$ cat src/rtl/conv_pixel_scheduler_pkg.sv
// Shared types and sizing helpers for the convolution pixel scheduler.
// Derived constants are functions because they depend on module parameters.
package conv_pixel_scheduler_pkg;

   typedef enum logic [2:0] {
      ST_IDLE,
      ST_PRIME,
      ST_RUN,
      ST_DRAIN,
      ST_DONE
   } state_e;

   // Never narrower than one bit, so single-entry counters stay legal.
   function automatic int clog2(input int v);
      int r;
      r = 0;
      for (int i = 0; i < 31; i++) begin
         if ((1 << i) < v) r = i + 1;
      end
      return (r < 1) ? 1 : r;
   endfunction

   function automatic int pix_cyc(input int n_mem, input int cyc_mem);
      return n_mem * cyc_mem;
   endfunction

   function automatic int num_pix(input int width, input int n_mult);
      return width * width * n_mult;
   endfunction

endpackage

$ cat src/rtl/conv_pixel_scheduler_feature_word_mux.sv
// Registered N-to-1 word selector with hold and synchronous clear.
module feature_word_mux
   import conv_pixel_scheduler_pkg::*;
#(
   parameter int DATA_WIDTH = 16,
   parameter int NUM_WORDS  = 20,
   parameter int SEL_W      = clog2(NUM_WORDS)
) (
   input  logic                          clock,
   input  logic                          reset,
   input  logic                          clear,
   input  logic                          hold,
   input  logic [SEL_W-1:0]              sel,
   input  logic [DATA_WIDTH*NUM_WORDS-1:0] words,
   output logic [DATA_WIDTH-1:0]         q
);

   logic [DATA_WIDTH-1:0] q_q;
   logic [DATA_WIDTH-1:0] q_d;
   logic [DATA_WIDTH-1:0] sel_word;

   always_comb begin
      sel_word = '0;
      for (int k = 0; k < NUM_WORDS; k++) begin
         if (sel == SEL_W'(k)) sel_word = words[k*DATA_WIDTH +: DATA_WIDTH];
      end
   end

   always_comb begin
      q_d = q_q;
      if (clear)      q_d = '0;
      else if (!hold) q_d = sel_word;
   end

   always_ff @(posedge clock) begin
      if (reset) q_q <= '0;
      else       q_q <= q_d;
   end

   assign q = q_q;

endmodule

$ cat src/rtl/conv_pixel_scheduler.sv
// Control sequencer for one convolution layer: prime, run, drain, done,
// with stall, abort and time-multiplexed feature-memory selection.
module conv_pixel_scheduler
   import conv_pixel_scheduler_pkg::*;
#(
   parameter int DATA_WIDTH        = 16,
   parameter int INPUT_NUM_MEM     = 20,
   parameter int CYCLES_PER_MEM    = 25,
   parameter int OUT_FEATURE_WIDTH = 10,
   parameter int NUM_ONEMULT       = 2,
   parameter int PIPE_LAT          = 4
) (
   input  logic                                clock,
   input  logic                                reset,
   input  logic                                start,
   input  logic                                hold,
   input  logic                                abort,
   input  logic [DATA_WIDTH*INPUT_NUM_MEM-1:0] in_feature_q_a_all,
   input  logic [DATA_WIDTH*INPUT_NUM_MEM-1:0] in_feature_q_b_all,
   output logic [DATA_WIDTH-1:0]               in_feature_q_a_mux,
   output logic [DATA_WIDTH-1:0]               in_feature_q_b_mux,
   output logic                                mem_rden,
   output logic                                addr_adv,
   output logic                                accum_sload,
   output logic [clog2(INPUT_NUM_MEM)-1:0]     mem_sel,
   output logic                                pix_valid,
   output logic                                busy,
   output logic                                done
);

   localparam int PIX_CYC = pix_cyc(INPUT_NUM_MEM, CYCLES_PER_MEM);
   localparam int NUM_PIX = num_pix(OUT_FEATURE_WIDTH, NUM_ONEMULT);
   localparam int SEL_W   = clog2(INPUT_NUM_MEM);
   localparam int TAP_W   = clog2(CYCLES_PER_MEM);
   localparam int PIX_W   = clog2(NUM_PIX);
   localparam int LAT_W   = clog2(PIPE_LAT);

   localparam logic [TAP_W-1:0] TAP_MAX = TAP_W'(CYCLES_PER_MEM - 1);
   localparam logic [SEL_W-1:0] SEL_MAX = SEL_W'(INPUT_NUM_MEM - 1);
   localparam logic [PIX_W-1:0] PIX_MAX = PIX_W'(NUM_PIX - 1);
   localparam logic [LAT_W-1:0] LAT_MAX = LAT_W'(PIPE_LAT - 1);

   state_e              state_q, state_d;
   logic [TAP_W-1:0]    tap_q, tap_d;
   logic [SEL_W-1:0]    sel_q, sel_d;
   logic [PIX_W-1:0]    pix_q, pix_d;
   logic [LAT_W-1:0]    lat_q, lat_d;
   logic [PIPE_LAT-1:0] pv_q, pv_d;
   logic                busy_q, busy_d;
   logic                done_q, done_d;

   logic run;
   logic adv;
   logic pix_end;

   assign run     = (state_q == ST_RUN);
   assign adv     = run && !hold;
   assign pix_end = adv && (tap_q == TAP_MAX) && (sel_q == SEL_MAX);

   always_comb begin
      state_d = state_q;
      tap_d   = tap_q;
      sel_d   = sel_q;
      pix_d   = pix_q;
      lat_d   = lat_q;
      pv_d[0] = pix_end;
      for (int i = 1; i < PIPE_LAT; i++) pv_d[i] = pv_q[i-1];

      if (abort && state_q != ST_IDLE) begin
         state_d = ST_IDLE;
         tap_d   = '0;
         sel_d   = '0;
         pix_d   = '0;
         lat_d   = '0;
         pv_d    = '0;
      end else begin
         case (state_q)
            ST_IDLE: begin
               if (start && !abort) begin
                  state_d = ST_PRIME;
                  lat_d   = '0;
               end
            end
            ST_PRIME: begin
               lat_d = lat_q + 1'b1;
               if (lat_q == LAT_MAX) begin
                  lat_d   = '0;
                  state_d = ST_RUN;
               end
            end
            ST_RUN: begin
               // Nested wrap: taps inside memories inside pixels.
               if (!hold) begin
                  tap_d = tap_q + 1'b1;
                  if (tap_q == TAP_MAX) begin
                     tap_d = '0;
                     sel_d = sel_q + 1'b1;
                     if (sel_q == SEL_MAX) begin
                        sel_d = '0;
                        pix_d = pix_q + 1'b1;
                        if (pix_q == PIX_MAX) begin
                           pix_d   = '0;
                           state_d = ST_DRAIN;
                        end
                     end
                  end
               end
            end
            ST_DRAIN: begin
               lat_d = lat_q + 1'b1;
               if (lat_q == LAT_MAX) begin
                  lat_d   = '0;
                  state_d = ST_DONE;
               end
            end
            ST_DONE:  state_d = ST_IDLE;
            default:  state_d = ST_IDLE;
         endcase
      end

      busy_d = (state_d != ST_IDLE);
      done_d = (state_d == ST_DONE);
   end

   always_ff @(posedge clock) begin
      if (reset) begin
         state_q <= ST_IDLE;
         tap_q   <= '0;
         sel_q   <= '0;
         pix_q   <= '0;
         lat_q   <= '0;
         pv_q    <= '0;
         busy_q  <= 1'b0;
         done_q  <= 1'b0;
      end else begin
         state_q <= state_d;
         tap_q   <= tap_d;
         sel_q   <= sel_d;
         pix_q   <= pix_d;
         lat_q   <= lat_d;
         pv_q    <= pv_d;
         busy_q  <= busy_d;
         done_q  <= done_d;
      end
   end

   // Stall gating must act in the same cycle, so these stay combinational.
   assign mem_rden    = (state_q == ST_PRIME) || adv;
   assign addr_adv    = (state_q == ST_PRIME) || adv;
   assign accum_sload = adv && (tap_q == '0) && (sel_q == '0);
   assign mem_sel     = sel_q;
   assign pix_valid   = pv_q[PIPE_LAT-1];
   assign busy        = busy_q;
   assign done        = done_q;

   feature_word_mux #(
      .DATA_WIDTH (DATA_WIDTH),
      .NUM_WORDS  (INPUT_NUM_MEM)
   ) u_mux_a (
      .clock (clock),
      .reset (reset),
      .clear (state_q == ST_IDLE),
      .hold  (run && hold),
      .sel   (sel_q),
      .words (in_feature_q_a_all),
      .q     (in_feature_q_a_mux)
   );

   feature_word_mux #(
      .DATA_WIDTH (DATA_WIDTH),
      .NUM_WORDS  (INPUT_NUM_MEM)
   ) u_mux_b (
      .clock (clock),
      .reset (reset),
      .clear (state_q == ST_IDLE),
      .hold  (run && hold),
      .sel   (sel_q),
      .words (in_feature_q_b_all),
      .q     (in_feature_q_b_mux)
   );

endmodule

$ cat config.mk
export PLATFORM = sky130hd
export DESIGN_NAME = conv_pixel_scheduler
export DESIGN_NICKNAME = d
export VERILOG_FILES = /design/src/rtl/conv_pixel_scheduler_pkg.sv /design/src/rtl/conv_pixel_scheduler_feature_word_mux.sv /design/src/rtl/conv_pixel_scheduler.sv
export SDC_FILE = /design/constraint.sdc
export NUM_CORES = 1
export LEC_CHECK = 0
export CORE_AREA = 2 2 264 266
export CTS_CLUSTER_SIZE = 24
export DETAILED_ROUTE_END_ITERATION = 10
export DIE_AREA = 0 0 266 268
export GPL_TIMING_DRIVEN = 0
export PLACE_DENSITY = 0.38
export SETUP_SLACK_MARGIN = 0.15
export SLEW_MARGIN = 20
export SYNTH_ARGS = -nofsm -noshare
export SYNTH_HDL_FRONTEND = slang
export SYNTH_SLANG_ARGS = --single-unit
$ cat constraint.sdc
create_clock -name clock -period 4.12 [get_ports clock]
set_clock_uncertainty 0.1 [all_clocks]
set_input_delay 0.824 -clock clock [delete_from_list [all_inputs] [get_ports clock]]
set_output_delay 0.824 -clock clock [all_outputs]
set_load 0.005 [all_outputs]
# ---- After elaboration in Yosys (flattened, before gate mapping)
# Cells that the tools add are included.
dict set report word_totals {
  register_bits 61
  in_bits 645
  out_inout_bits 43
}
dict set report op_classes {
  add_sub_neg 4
  n_eq_ne 27
  muxes 55
  n_bitwise 1
  reduce_logical 24
}
# op n
set ops {}
lappend ops {{$mux W16} 40}
lappend ops {{$eq A5 B4 Y1 const B} 8}
lappend ops {{$eq A5 B5 Y1 const B} 5}
lappend ops {{$mux W3} 8}
lappend ops {{$eq A5 B3 Y1 const B} 4}
lappend ops {{$pmux W3 S4} 1}
lappend ops {{$add A5 B1 Y5 const B} 2}
lappend ops {{$eq A5 B2 Y1 const B} 2}
lappend ops {{$logic_not A5 Y1} 2}
lappend ops {{$mux W5} 2}
lappend ops {{$add A8 B1 Y8 const B} 1}
lappend ops {{$eq A8 B8 Y1 const B} 1}
lappend ops {{$logic_and A1 B1 Y1} 8}
lappend ops {{$mux W8} 1}
lappend ops {{$eq A3 B2 Y1 const B} 2}
lappend ops {{$reduce_bool A3 Y1} 2}
lappend ops {{$reduce_or A2 Y1} 3}
lappend ops {{$eq A5 B1 Y1 const B} 1}
lappend ops {{$mux W2} 2}
lappend ops {{$pmux W2 S2} 1}
lappend ops {{$reduce_and A2 Y1} 2}
lappend ops {{$reduce_and A4 Y1} 1}
lappend ops {{$eq A3 B1 Y1 const B} 1}
lappend ops {{$eq A3 B3 Y1 const B} 1}
lappend ops {{other kinds (9)} 10}

# ---- Longest topological paths before layout
# Gate-level depths: netlist of the first run.
dict set report logic_depth {
  word_depth 21
  mapped_depth 15
}

# ---- Hierarchy
# From an unflattened synthesis of the first run, not the netlist that was laid out.
dict set report hier_totals {
  hier_cells 1339
  hier_area_um2 9460.3
}
# mod instances cells_each area_each_um2 seq_area_each_um2
set by_module_without_submodules {}
lappend by_module_without_submodules {feature_word_mux 2 591 4038.9 320.3}
lappend by_module_without_submodules {conv_pixel_scheduler 1 157 1382.6 580.6}

# ---- Worst setup path after synthesis of the first run
# OpenSTA, ideal clock, no wires.
dict set report synth_timing {
  path_type {reg-to-reg}
  from {register sel_q[0] (netlist: mem_sel[0])}
  to {register u_mux_a.q_q[0] (netlist: u_mux_a.q[0])}
  setup_ns 0.122
  t_arrival_ns 3.242
  required_time_ns 3.898
  path_slack_ns 0.655
  path_stages_with_launch 14
  n_path_buf 7
  synth_period_minus_slack_ns 3.465
  cell_sequence {dfxtp_1 -> ha_1 -> buf_2 -> clkbuf_1 -> clkbuf_1 -> clkbuf_1 -> and3_1 -> ha_1 -> buf_2 -> clkbuf_1 -> buf_1 -> o31ai_1 -> o31ai_1 -> a21oi_1}
}
dict set report synth_via {
  elab_chain_cells 21
  elab_cells_between_ends 40
  classes_between {eq/ne: 19; mux: 20; reduce/logical: 1}
}
# item line
set synth_rtl {}
lappend synth_rtl {{from (decl)} conv_pixel_scheduler.sv:45} ;# logic [SEL_W-1:0] sel_q, sel_d;
lappend synth_rtl {{from (signal assigned)} conv_pixel_scheduler.sv:138} ;# sel_q <= sel_d;
lappend synth_rtl {{$logic_not A5 Y1} conv_pixel_scheduler_feature_word_mux.sv:25} ;# if (sel == SEL_W'(k)) sel_word = words[k*DATA_WIDTH +: DATA_WIDTH];
lappend synth_rtl {{$mux W16 (19 in a row)} conv_pixel_scheduler_feature_word_mux.sv:25}
lappend synth_rtl {{$mux W16 *} conv_pixel_scheduler_feature_word_mux.sv:25}
lappend synth_rtl {{to (signal assigned)} conv_pixel_scheduler_feature_word_mux.sv:37} ;# else q_q <= q_d;
lappend synth_rtl {{to (decl)} conv_pixel_scheduler_feature_word_mux.sv:18} ;# logic [DATA_WIDTH-1:0] q_q;
# Mark *: on every way between the ends. The rest lies on a longest branch, timed or not.
# A chain may end at the register's enable or synchronous reset.

# ---- Final worst setup path of the first run
dict set report layout_timing {
  from {register sel_q[0] (netlist: mem_sel[0])}
  to {register u_mux_a.q_q[3] (netlist: u_mux_a.q[3])}
}
# Same word-level chain as after synthesis.

==> results of run 1 <==
[synthesized netlist by cell type (all sizes together), types with 8 or more instances]
| library cell | count |
|---|---|
| a21oi | 147 |
| nor2 | 140 |
| o21ai | 110 |
| buf | 99 |
| nand2 | 79 |
| dfxtp | 61 |
| clkbuf | 60 |
| o22ai | 60 |
| nor3 | 48 |
| inv | 46 |
| a221oi | 41 |
| a211oi | 35 |
| o221ai | 28 |
| nand3 | 27 |
| o211ai | 24 |
| a31oi | 23 |
| a22oi | 22 |
| a32oi | 21 |
| or3 | 20 |
| a21o | 19 |
| o32ai | 19 |
| o21a | 18 |
| nand2b | 16 |
| a221o | 14 |
| and3 | 14 |
| a2111oi | 13 |
| nand4 | 12 |
| nand4bb | 12 |
| nor2b | 12 |
| and2 | 10 |
| o311a | 10 |
| a222oi | 9 |
| and4bb | 9 |
| ha | 9 |
| xor2 | 9 |
| nand3b | 8 |
| o2bb2ai | 8 |
[state kept, by name, indices dropped and copies added (netlist names)]
| register | count |
|---|---|
| busy | 1 |
| done | 1 |
| lat_q | 2 |
| mem_sel | 5 |
| pix_q | 8 |
| pv_q | 4 |
| state_q | 3 |
| tap_q | 5 |
| u_mux_a.q | 16 |
| u_mux_b.q | 16 |
[worst max path at each step]
stage | cells after the start | endpoint | slack, ns | start
CTS | 12 | u_mux_a.q[0] | 0.09 | mem_sel[0]
detailed placement | 13 | u_mux_a.q[0] | -2.45 | mem_sel[0]
floorplan | 13 | u_mux_a.q[0] | 0.66 | mem_sel[0]
global route | 12 | u_mux_a.q[0] | 0.17 | mem_sel[0]
global placement | 13 | u_mux_a.q[0] | -2.59 | mem_sel[0]
finish | 10 | u_mux_a.q[3] | 0.19 | mem_sel[0]
[through the flow]
stage / power [µW] / std cells / TNS (ns)
floorplan: 716 / 1418 / 0
global route: 2360 / 3016 / 0
global placement: 1500 / 2987 / -51.39
detailed placement: 1500 / 2987 / -50.66
CTS: 2310 / 3003 / 0
finish: 2300 / 3021 / 0
[where the power goes]
group	switching, µW	internal [µW]
logic	280	610
registers	6.24	601
clock network	355	447
[critical path, stage by stage (launching register included)]
cell      delay [ns]
dfxtp_1         0.39
inv_1           0.12
ha_1            0.34
buf_2           0.42
clkbuf_1        0.59
clkbuf_1        0.65
a21oi_1         0.15
o22ai_1         0.25
nand3_1         0.23
a221oi_1        0.38
o32ai_1         0.12
[logic make-up (layout without fill, tap and decap cells)]
logic type	after synthesis	in the layout	synth area share, %
other	0	18	0
flip-flops	61	61	12.5
AO/OA/AOI/OAI	669	669	47.4
AND/OR/NAND/NOR	456	456	27.1
adder cells (fa/ha/maj)	9	9	1.15
multiplexers	4	4	0.410
XOR/XNOR	14	14	1.26
buffers and inverters	205	908	10.1
[metal layers]
metal,GRT usage (%),vias to the layer above
met1,36.1,8116
met2,52.4,871
met5,0,-
met3,6.10,123
met4,8.20,16
li1,-,7001
[what timing repair did]
action,CTS,global route
setup buffers,2,0
endpoints found under the hold margin,0,0
cloned,0,0
endpoints found under the setup margin,33,16
resized for setup,34,10
pin swaps,2,2
[final cells by class]
| class | instances | area [µm²] | share of cell area, % |
|---|---|---|---|
| inverters | 46 | 176 | 0.968 |
| clock inverters | 5 | 41.3 | 0.227 |
| multi-input cells | 1152 | 7640 | 41.9 |
| diodes | 18 | 45.0 | 0.247 |
| repair buffers | 689 | 6890 | 37.8 |
| well taps | 882 | 1100 | 6.06 |
| plain buffers | 157 | 850 | 4.66 |
| clock buffers | 11 | 253 | 1.39 |
| flip-flops and latches | 61 | 1220 | 6.70 |
==> results.txt, run 1 <==
----------------------------------------------------
[Floorplanning]
  Die area ... 71300 µm²
  Die boundary height ... 268 µm
  Number of rows in the core area ... 96
  CORE AREA ... 68200 µm²
  IO Count ... 688
  Die Width ... 266 µm
  Initial Util ... 14.3%

[Setup path]
  Worst setup EP type ... register
  R2R depth ... 10
  Reg2Reg Setup Slack ... 0.19 ns
  WS Path Type ... register to register
  Startpoint of the worst register-to-register path ... mem_sel[0]
  Worst Path Required ... 4.23 ns
  Data arrival at the endpoint of the critical path ... 4.04 ns
  Reg-to-reg critical path endpoint ... u_mux_a.q[3]
  Peak fanout along the critical path ... 10
  Critical Path Start Type ... register

[Timing]
  RSZ-0062 raised after global routing ... false
  Post-layout min period ... 3.93 ns
  Worst-Margin Slew ... 1.07 ns
  Number of endpoints failing setup at the final stage ... 0
  Worst max-slew margin expressed relative to the limit ... 28.9%
  Achievable clock frequency ... 255 MHz
  Hold Slack ... 0.344 ns
  Ratio of final minimum period to clock period ... 95.3%
  Slew Limit Fails ... 0
  Number of hold violations in the final report ... 0
  Slack of the critical path ... 0.194 ns

[Final layout]
  Post-Layout Inst Area ... 18200 µm²
  Commonest non-fill, non-tap cell in the layout ... clkdlybuf4s50_1
  Layout area overhead ... 86.8%
  Fraction of final layout cells with drive strength greater than 1 ... 8.68%
  Most used cells in the layout excluding fill and tap cells ... 686 x clkdlybuf4s50_1, 147 x a21oi_1, 134 x nor2_1, 101 x o21ai_0, 78 x nand2_1
  Count of nets after finishing ... 2770
  Count of filler cells inserted in the layout ... 7577
  Share of the core filled with cells in the final layout ... 26.7%

[Placement]
  Worst slack, placed ... -2.45 ns
  DP HPWL ... 94800 µm
  Final RePlAce weighted congestion ... 0.963
  Area of placed instances ... 17700 µm²
  # port buffers ... 687

[Detailed routing]
  Wire length per cell ... 36.7 µm
  Total Wirelength ... 111000 µm
  Detailed-route vias per instance ... 5.34
  Total number of vias ... 16127
  DR DRC count ... 0
  Sum of routed wire segments on met1 ... 44600 µm
  DR top layer ... met5
  Total length of routed met3 wires ... 8230 µm
  Drt first pass iters ... 6
  Final antenna-violating net count ... 0
  Number of design-rule violations left by the first detailed-router iteration ... 1639
  Met2 wire length ... 54700 µm

[Min path]
  Number of cells traversed by the worst hold path ... 1
  Hold wc startpoint ... pv_q[0]
  Path type of the worst min-delay path ... register to register
  Worst Hold Endpoint ... pv_q[1]

[Global route]
  Maximum number of pins on one net before global-route repair ... 20
  Global-route total usage across every layer ... 29.6%
  Antenna violations before repair ... 31
  Vias in the first global route ... 16368
  Residual overflow from global routing ... 0
  First-pass GRT wire length ... 144000 µm

[Clock network]
  Clk pin slew, worst setup/hold paths ... 0.07 ns
  H-tree depth ... 3
  Clock tree from TritonCTS ... done
  Hold buffer count at cts ... 0
  Buffers from clock root to sink, at most ... 2
  Clock insertion delay at the later pin of the skew report ... 0.37 ns
  TritonCTS Sinks ... 61
  Clock Tree Root ... clkbuf_16
  Cts bufs inserted ... 9

[Yosys]
  Synthesized flop and latch total ... 61
  Fraction of post-synthesis cell area in the top cell type by area ... 12.5%
  Largest area contributor in the netlist ... dfxtp_1
  Fraction of synthesis flops using an asynchronous set or reset pin ... 0%
  Warnings from Yosys ... 0
  Cell types occupying the most area after synthesis ... dfxtp_1 13%, a21oi_1 7.5%, o21ai_0 5.2%
  Post-Syn Instances ... 1418
  Number of distinct library cell variants in the gate-level netlist after synthesis ... 92
  Mapped Nets ... 2072
  Synthesized area divided by synthesized cell count ... 6.88 µm²
  Post-synthesis cell area ... 9760 µm²
  Dominant register cell in the synthesized netlist ... dfxtp_1
  Post-synthesis sequential area ratio ... 12.5%
  Number of flops mapped to enable cells by yosys ... 0

[Run status]
  Run status ... completed

[Power]
  Worst IR Drop VDD ... 0.202 mV
  P per Cell Area ... 126 nW/µm²
  Leakage component of the power ... 0.00646 µW

[Job]
  # Max-Cap Violations ... 0

----------------------------------------------------
Power figures use the tool's default switching activity.
==> run 2: changes to the inputs <==
- CTS_CLUSTER_SIZE: 24 -> 8
- REMOVE_ABC_BUFFERS: not set -> 1
==> run 2 against run 1 <==
- register-to-register slack gained 0.02 ns
- sequential power is essentially flat
- maximum frequency grew 0.57%
- first-iteration DRC count shrank 21%
- core utilization shrank 0.097 points
- die area is the same
- global-route usage shrank 2.9 points
- sequential share of layout area grew 0.086 points
- largest cell class is now multi-input gates
- power shrank 1.1%
- hold slack lost 0.021 ns
- sequential cell count is the same
==> results.txt, run 2 (synthesized netlist as in run 1, its figures left out) <==
----------------------------------------------------
[Setup path]
  Reg-to-reg critical path endpoint ... u_mux_a.q[0] (was u_mux_a.q[3])
  Endpoint of the worst setup timing path ... u_mux_a.q[0] (was u_mux_a.q[3])
  Critical Path Start Type ... register (unchanged)
  Worst path bufs/invs ... 1 (was 4)
  Crit-path cells ... ha_4 -> buf_16 -> or4bb_2 -> o221ai_2 -> a311oi_2 -> o31ai_1 -> a21oi_1 (was inv_1 -> ha_1 -> buf_2 -> clkbuf_1 -> clkbuf_1 -> a21oi_1 -> o22ai_1 -> nand3_1 -> a221oi_1 -> o32ai_1)
  Count of cell instances traversed by the critical path ... 7 (was 10)
  Data arrival at the endpoint of the critical path ... 4.02 ns (was 4.04 ns)
  Critical Path Source ... mem_sel[0] (unchanged)
  Biggest cell delay along the critical path ... 0.99 ns (was 0.65 ns)
  Peak fanout along the critical path ... 47 (was 10)
  Startpoint of the worst register-to-register path ... mem_sel[0] (unchanged)
  Highest-delay cell along the critical path ... or4bb_2 (was clkbuf_1)
  Worst Path Required ... 4.24 ns (was 4.23 ns)
  Worst setup EP type ... register (unchanged)
  WS Path Type ... register to register (unchanged)
  R2R depth ... 7 (was 10)
  Reg2Reg Setup Slack ... 0.22 ns (was 0.19 ns)
  Kind of cell adding the most delay to the critical path ... compound AO/OA/AOI/OAI gates (was buffers and inverters)

[Timing]
  Slew Limit Fails ... 0 (unchanged)
  Number of hold violations in the final report ... 0 (unchanged)
  RSZ-0062 raised after global routing ... true (was false)
  Number of endpoints failing setup at the final stage ... 0 (unchanged)
  Achievable clock frequency ... 256 MHz (was 255 MHz)
  Ratio of final minimum period to clock period ... 94.7% (was 95.3%)
  Slack of the critical path ... 0.217 ns (was 0.194 ns)
  Worst-Margin Slew ... 1.11 ns (was 1.07 ns)
  Post-route setup TNS ... 0 ns (unchanged)
  Post-layout min period ... 3.90 ns (was 3.93 ns)
  Worst max-slew margin expressed relative to the limit ... 25.8% (was 28.9%)

[Global route]
  First-pass GRT wire length ... 132000 µm (was 144000 µm)
  Antenna violations before repair ... 30 (was 31)
  Global-route total usage across every layer ... 26.6% (was 29.6%)
  Maximum number of pins on one net before global-route repair ... 48 (was 20)
  Vias in the first global route ... 15578 (was 16368)
  Residual overflow from global routing ... 0 (unchanged)

[Min path]
  Path type of the worst min-delay path ... register to register (unchanged)
  Hold wc startpoint ... pv_q[1] (was pv_q[0])

[Detailed routing]
  Number of design-rule violations left by the first detailed-router iteration ... 1303 (was 1639)
  Total number of vias ... 15213 (was 16127)
  Detailed-route vias per instance ... 5.25 (was 5.34)
  Drt first pass iters ... 7 (was 6)
  Total Wirelength ... 100000 µm (was 111000 µm)
  DR DRC count ... 0 (unchanged)
  Final antenna-violating net count ... 0 (unchanged)
  Wire length per cell ... 34.5 µm (was 36.7 µm)

[Floorplanning]
  CORE AREA ... 68200 µm² (unchanged)
  Number of rows in the core area ... 96 (unchanged)
  Die Width ... 266 µm (unchanged)
  Die area ... 71300 µm² (unchanged)
  IO Count ... 688 (unchanged)
  Initial Util ... 14.3% (unchanged)
  Die boundary height ... 268 µm (unchanged)

[Placement]
  Area of placed instances ... 17600 µm² (was 17700 µm²)
  Worst slack, placed ... -0.657 ns (was -2.45 ns)
  Placed cell count ... 2853 (was 2987)
  # port buffers ... 687 (unchanged)
  Final RePlAce weighted congestion ... 0.879 (was 0.963)
  DP HPWL ... 80300 µm (was 94800 µm)

[Final layout]
  Count of nets after finishing ... 2644 (was 2770)
  Most used cells in the layout excluding fill and tap cells ... 687 x clkdlybuf4s50_1, 146 x a21oi_1, 130 x nor2_1, 102 x o21ai_0, 78 x nand2_1 (was 686 x clkdlybuf4s50_1, 147 x a21oi_1, 134 x nor2_1, 101 x o21ai_0, 78 x nand2_1)
  Post-Layout Inst Area ... 18200 µm² (about the same)
  Fin cells ... 2897 (was 3021)
  Commonest non-fill, non-tap cell in the layout ... clkdlybuf4s50_1 (unchanged)
  Layout area overhead ... 86.1% (was 86.8%)
  Fraction of final layout cells with drive strength greater than 1 ... 7.32% (was 8.68%)

[Clock network]
  Clock insertion delay at the later pin of the skew report ... 0.36 ns (was 0.37 ns)
  Clock Tree Root ... clkbuf_16 (unchanged)
  Clk pin slew, worst setup/hold paths ... 0.06 ns (was 0.07 ns)
  Buffers from clock root to sink, at most ... 2 (unchanged)
  Cts bufs inserted ... 9 (unchanged)
  H-tree depth ... 3 (unchanged)
  TritonCTS Sinks ... 61 (unchanged)
  Clock tree from TritonCTS ... done (unchanged)

[Power]
  Worst IR Drop VDD ... 0.179 mV (was 0.202 mV)
  Leakage component of the power ... 0.00613 µW (was 0.00646 µW)
  P per Cell Area ... 125 nW/µm² (was 126 nW/µm²)

[Run status]
  Run status ... completed (unchanged)

[Job]
  # Max-Cap Violations ... 0 (unchanged)

----------------------------------------------------
## run 2: cell types whose count changed in the layout (fill, tap and decap cells not counted), sizes merged
cell | before | now
and4bb | 9 | 10
dlymetal6s2s | 1 | 0
clkinvlp | 3 | 2
clkbuf | 69 | 9
buf | 101 | 32
clkdlybuf4s50 | 686 | 687
clkinv | 0 | 3
diode | 18 | 20
inv | 48 | 47
bufinv | 0 | 1
## run 2: stage by stage
step	utilization [%]	hold WS [ns]	power, µW
after global placement	24.8	0.311	1450
after detailed placement	25.8	0.311	1460
after CTS	26.4	0.325	2310
after global routing	26.6	0.343	2360
final	26.6	0.323	2270
after floorplan	-	0.306	713
## run 2: layout make-up
| cell class | instances | area, µm² |
|---|---|---|
| flip-flops and latches | 61 | 1230 |
| clock inverters | 7 | 83.8 |
| well taps | 882 | 1100 |
| multi-input cells | 1153 | 7910 |
| repair buffers | 719 | 7380 |
| fillers | 7444 | 50100 |
| diodes | 20 | 50.0 |
| clock buffers | 9 | 225 |
| inverters | 46 | 176 |
## run 2: timing repair
action / CTS / global route
gates resized for setup: 15 / 5
gates cloned: 0 / 1
pin swaps: 1 / 3
setup endpoints to repair: 25 / 6
setup buffers: 4 / 3
hold buffers: 0 / 0
## run 2: worst min path at each step
stage	to	slack, ns	cells after the start
after global placement	pv_q[1]	0.31	1
after detailed placement	pv_q[1]	0.31	1
after global routing	pv_q[2]	0.34	1
after CTS	pv_q[2]	0.33	1
final	pv_q[2]	0.32	1
after floorplan	pv_q[1]	0.31	1
## run 2: worst register-to-register path, delay by kind of cell (launching register included)
kind	cells	cell delay, ns
AND/OR/NAND/NOR	1	1.03
flip-flops	1	0.53
adder cells (fa/ha/maj)	1	0.47
buffers and inverters	1	0.31
AO/OA/AOI/OAI	4	1.34
## run 2: metal layers
layer  vias up  wire, µm  GRT usage (%)
li1       6760         -              -
met1      7589     40700           32.2
met2       755     49900           48.1
met3        97      7160           5.69
met4        12      2280           5.92
met5         -        78              0
## run 2: where the power goes
part / total, µW / leakage [µW] / switching (µW) / internal, µW
Combinational: 841 / 0.00548 / 232 / 609
Clock: 824 / 0.000148 / 346 / 478
Sequential: 607 / 0.000496 / 8.25 / 599
